**src/rtl/lfsr_rand_arbiter.sv**
```systemverilog
// Round-robin arbiter that shares one 10-bit XNOR LFSR among NREQ requesters, one value per draw.
// Optional feature macro LFSR_RANGE_LIMIT_EN adds the limit port and rejection resampling (CHECK state).
module lfsr_rand_arbiter #(
  parameter int unsigned NREQ  = 4,
  parameter int unsigned STEPS = 4
) (
  input  logic            Clock,
  input  logic            reset,
  input  logic [NREQ-1:0] req,
`ifdef LFSR_RANGE_LIMIT_EN
  input  logic [9:0]      limit,
`endif
  output logic [NREQ-1:0] grant,
  output logic [9:0]      rand_out,
  output logic            busy
);

  localparam int unsigned LFSR_W = 10;
  localparam int unsigned PTR_W  = (NREQ > 1) ? $clog2(NREQ) : 1;
  localparam int unsigned IDX_W  = PTR_W + 1;
  localparam int unsigned CNT_W  = 4;
  localparam logic [CNT_W-1:0] LAST_STEP = CNT_W'(STEPS - 1);
  localparam logic [PTR_W-1:0] LAST_REQ  = PTR_W'(NREQ - 1);

  typedef enum logic [1:0] {
    S_IDLE    = 2'd0,
    S_STEP    = 2'd1,
    S_CHECK   = 2'd2,
    S_DELIVER = 2'd3
  } state_t;

  state_t            state, state_d;
  logic [LFSR_W-1:0] lfsr, lfsr_d;
  logic [CNT_W-1:0]  step_cnt, step_cnt_d;
  logic [PTR_W-1:0]  rr_ptr, rr_ptr_d;
  logic [PTR_W-1:0]  owner, owner_d;
  logic [NREQ-1:0]   grant_d;
  logic [LFSR_W-1:0] rand_out_d;
  logic              busy_d;

  logic [PTR_W-1:0]  pick_c;
  logic              pick_valid_c;
  logic [IDX_W-1:0]  idx_c;

  function automatic logic [LFSR_W-1:0] lfsr_shift(input logic [LFSR_W-1:0] q);
    return {q[LFSR_W-2:0], q[6] ~^ q[9]};
  endfunction

  // First set request at or after the round-robin pointer, wrapping at NREQ.
  always_comb begin
    pick_c       = '0;
    pick_valid_c = 1'b0;
    idx_c        = '0;
    for (int unsigned i = 0; i < NREQ; i++) begin
      idx_c = {1'b0, rr_ptr} + IDX_W'(i);
      if (idx_c >= IDX_W'(NREQ)) begin
        idx_c = idx_c - IDX_W'(NREQ);
      end
      if (!pick_valid_c && req[idx_c[PTR_W-1:0]]) begin
        pick_c       = idx_c[PTR_W-1:0];
        pick_valid_c = 1'b1;
      end
    end
  end

  // Next-state and next-output logic.
  always_comb begin
    state_d    = state;
    lfsr_d     = lfsr;
    step_cnt_d = step_cnt;
    rr_ptr_d   = rr_ptr;
    owner_d    = owner;
    grant_d    = '0;
    rand_out_d = rand_out;
    busy_d     = 1'b0;

    unique case (state)
      S_IDLE: begin
        if (pick_valid_c) begin
          owner_d    = pick_c;
          step_cnt_d = '0;
          state_d    = S_STEP;
        end
      end

      S_STEP: begin
        lfsr_d = lfsr_shift(lfsr);
        if (step_cnt == LAST_STEP) begin
          step_cnt_d = '0;
`ifdef LFSR_RANGE_LIMIT_EN
          state_d    = S_CHECK;
`else
          state_d    = S_DELIVER;
`endif
        end else begin
          step_cnt_d = step_cnt + 1'b1;
        end
      end

`ifdef LFSR_RANGE_LIMIT_EN
      // Out-of-range values are discarded and a fresh run of STEPS shifts is drawn.
      S_CHECK: begin
        step_cnt_d = '0;
        state_d    = (lfsr <= limit) ? S_DELIVER : S_STEP;
      end
`endif

      S_DELIVER: begin
        rr_ptr_d = (owner == LAST_REQ) ? '0 : owner + 1'b1;
        state_d  = S_IDLE;
      end

      default: state_d = S_IDLE;
    endcase

    // Registered outputs describe the state being entered, so grant lines up with DELIVER.
    busy_d = (state_d == S_STEP) || (state_d == S_CHECK);
    if (state_d == S_DELIVER) begin
      grant_d[owner_d] = 1'b1;
      rand_out_d       = lfsr_d;
    end
  end

  always_ff @(posedge Clock) begin
    if (reset) begin
      state    <= S_IDLE;
      lfsr     <= '0;
      step_cnt <= '0;
      rr_ptr   <= '0;
      owner    <= '0;
      grant    <= '0;
      rand_out <= '0;
      busy     <= 1'b0;
    end else begin
      state    <= state_d;
      lfsr     <= lfsr_d;
      step_cnt <= step_cnt_d;
      rr_ptr   <= rr_ptr_d;
      owner    <= owner_d;
      grant    <= grant_d;
      rand_out <= rand_out_d;
      busy     <= busy_d;
    end
  end

endmodule

```
**config.mk**
```make
export PLATFORM = sky130hd
export DESIGN_NAME = lfsr_rand_arbiter
export DESIGN_NICKNAME = d
export VERILOG_FILES = /design/src/rtl/lfsr_rand_arbiter.sv
export SDC_FILE = /design/constraint.sdc
export NUM_CORES = 1
export LEC_CHECK = 0
export ABC_CLOCK_PERIOD_IN_PS = 3640
export CAP_MARGIN = 30
export CORE_ASPECT_RATIO = 0.9
export CORE_MARGIN = 1.5
export CORE_UTILIZATION = 45
export CTS_CLUSTER_DIAMETER = 60
export DETAILED_ROUTE_END_ITERATION = 10
export PLACE_DENSITY = 0.68
export SETUP_SLACK_MARGIN = 0.2
export SLEW_MARGIN = 10
export SYNTH_ARGS = -nofsm -noshare
export SYNTH_HDL_FRONTEND = slang
export SYNTH_SLANG_ARGS = --single-unit
```
**constraint.sdc**
```tcl
create_clock -name Clock -period 3.64 [get_ports Clock]
set_clock_uncertainty 0.05 [all_clocks]
set_input_delay 0.91 -clock Clock [delete_from_list [all_inputs] [get_ports Clock]]
set_output_delay 0.91 -clock Clock [all_outputs]
set_load 0.005 [all_outputs]
```
==> impl_metrics.csv <==
group,metric,value,unit
final_layout,layoutNonFillerInstCount,211,
min_path,whs_endpoint,"rand_out[2]$_SDFFE_PP0N_",
sta,worstMarginPinSlew,0.569,ns
worst_setup_path,path_buf_inv,3,
global_route,overflow,0,
synthesis,ys_ff_latch,35,
final_layout,final_util,0.567,
worst_setup_path,slowest_stage,"or4_4",
worst_setup_path,startpoint,"req[0]",
sta,setup_slack,0.796,ns
sta,setup_tns,0,ns
clock_network,clk_pin_slew,0.12,ns
pwr,total_power,0.653,mW
run_status,status,"finished clean",
synthesis,synth_edf_count,0,
synthesis,yosys-top-cells-area,"dfxtp_1 (50%), nor2_1 (8.0%), mux2i_1 (7.1%)",
sta,whs,0.452,ns
pwr,power_density,381,nW/um2
sta,period_share,0.781,
worst_setup_path,worst_setup_path_end_kind,"register",
clock_network,cts-root-buf,"clkbuf_4",
placement,place_ws,0.438,ns
route,first_pass_iters,4,
placement,hpwl,1.83,mm
route,final_antenna_net_count,0,
worst_setup_path,worstPathArrival,3.05,ns
sta,hold_viol,0,
global_route,grtUsageTotal,0.166,
route,dr_wl_met2,1.13,mm
final_layout,layout_commonest_cell,"dfxtp_1",
synthesis,synth_ff_type,"dfxtp_1",
pwr,leakage,0.650,nW
floorplan,die_x,62.0,um
clock_network,cts_inserted_buffers,5,
min_path,hold_path_class,"reg2reg",
sta,fmax,352,MHz
final_layout,final_cell_area,1710,um2
synthesis,yosysSeqAreaShare,0.498,
synthesis,async_reset_ff_frac,0,
floorplan,core,3020,um2
final_layout,nNetsFinal,177,
worst_setup_path,start_kind,"primary input",
route,dr.first_iter.drc_count,53,
synthesis,yosysWarnings,0,
clock_network,postCtsHoldBufs,0,
clock_network,post_cts_resized,0,
final_layout,final_cell_mix,"dfxtp_1 (35), nor2_1 (30), clkdlybuf4s50_1 (20)",
pwr,peakVddDrop,0.264,mV
worst_setup_path,r2r_cells,8,
clock_network,cts.sinks,35,
final_layout,fill_cells,286,
worst_setup_path,path_max_fanout,12,
sta,finalCriticalPeriod,2.84,ns
run,maxCapViolCount,0,
global_route,grt_max_degree,19,
route,vias_per_cell,5.22,
route,route.detailed.drc,0,
placement,port-buffer-count,20,
sta,setup_viol,0,
sta,timing.slew.headroom,0.620,
clock_network,cts_setup_buffers,0,
worst_setup_path,worst-path-stages,7,
clock_network,ctsHtreeMaxLevel,2,
synthesis,synth.avg_cell_area,9.71,um2
route,m1WireLength,1.24,mm
sta,drv_slew,0,
clock_network,cts_buffer_depth,2,
worst_setup_path,rr_endpoint,"rand_out[7]$_SDFFE_PP0N_",
global_route,grt_pass1_wl,4.30,mm
global_route,first_global_vias,1005,
route,post_drt_wl_per_cell,12.0,um
synthesis,synthCells,145,
worst_setup_path,rr_startpoint,"state[0]$_SDFF_PP0_",
route,vias,1102,
route,finalWirelength,2.54,mm
worst_setup_path,cpLargestDelayFamily,"buffers and inverters",
placement,placed_cell_area,1650,um2
worst_setup_path,critPathKind,"in2reg",
final_layout,area_delta_synth_final,21.6,%
synthesis,synth_largest_area_cell,"dfxtp_1",
synthesis,synthesis.nets,154,
synthesis,synth_cell_types,32,
final_layout,diodes,0,
floorplan,ios,21,
min_path,worstHoldStart,"rand_out[2]$_SDFFE_PP0N_",
sta,rsz0062_at_grt,"no",
worst_setup_path,slowest_delay,0.61,ns
worst_setup_path,critical_path_required,3.84,ns
floorplan,start_util,0.466,
placement,numPlacedInstances,203,
floorplan,placement_rows,19,
route,route.top_layer_used,"met4",
worst_setup_path,worst-r2r-setup-slack,1.57,ns
route,wl_met3,148,um
global_route,grt_antenna_before_repair,0,
floorplan,die_y,56.1,um
clock_network,cts_tree,"done",
final_layout,drive_above_1_share,0.101,
floorplan,dieArea,3470,um2
synthesis,syn_area,1410,um2
min_path,hold_depth,2,
synthesis,synth_top_area_share,0.498,
worst_setup_path,worstPathCellList,"clkdlybuf4s50_1 -> or4_4 -> o21bai_4 -> inv_1 -> ha_1 -> buf_4 -> a211oi_1",
placement,gp_congestion,0.719,
clock_network,worstSkewPairLatency,0.33,ns
## logic make-up (layout without fill, tap and decap cells)
family | Yosys count | in the layout | synth area share
compound gates | 27 | 27 | 0.149
xor+xnor | 1 | 1 | 0.00622
simple gates | 60 | 60 | 0.223
buf+inv | 9 | 33 | 0.0258
fa+ha+maj | 3 | 3 | 0.0267
mux | 10 | 10 | 0.0711
flops | 35 | 35 | 0.498
## tightest hold or removal path, stage by stage (launching register included)
cell	delay, ns
dfxtp_1	0.33
nor2_1	0.08
a211oi_1	0.05
## cell type report
class	count	area (um2)	area share
clock inverters	3	20.0	0.0117
flip-flops and latches	35	701	0.409
multi-input cells	101	671	0.392
repair buffers	23	223	0.130
inverters	2	7.51	0.00439
clock buffers	5	37.5	0.0219
well taps	42	52.6	0.0307
## worst max path at each step
stage,slack [ns],to
final,0.80,rand_out[7]$_SDFFE_PP0N_
after global placement,0.49,rand_out[9]$_SDFFE_PP0N_
after CTS,0.78,rand_out[7]$_SDFFE_PP0N_
after global routing,0.65,rand_out[7]$_SDFFE_PP0N_
after detailed placement,0.44,rand_out[9]$_SDFFE_PP0N_
after floorplan,1.20,rand_out[0]$_SDFFE_PP0N_
## state kept, by name (all words and copies together) (netlist names)
name and flops:
lfsr 10, rand_out 10, grant 4, step_cnt 4, owner 2, rr_ptr 2, state 2, busy 1
## report_power, final
group / leakage [nW] / total [mW] / internal [mW] / switching, mW
clock: 0.0272 / 0.209 / 0.0738 / 0.135
sequential: 0.284 / 0.394 / 0.389 / 0.00443
combinational: 0.339 / 0.0505 / 0.0240 / 0.0265
## synth_stat cells, types with 2 or more instances
cell type,number
o21ai_0,4
nor2b_1,5
a211oi_1,10
nor3_1,5
buf_2,2
nor2_1,30
dfxtp_1,35
mux2i_1,10
clkbuf_1,5
a21oi_1,8
ha_1,3
nor3b_1,2
nand2_1,3
nand2b_1,4
inv_1,2
## layer usage
layer,vias to the layer above,GRT usage
li1,550,-
met1,515,0.223
met2,35,0.240
met3,2,0.0628
met4,0,0.0638
met5,-,0
No activity file was read; power rests on OpenSTA's default activity.
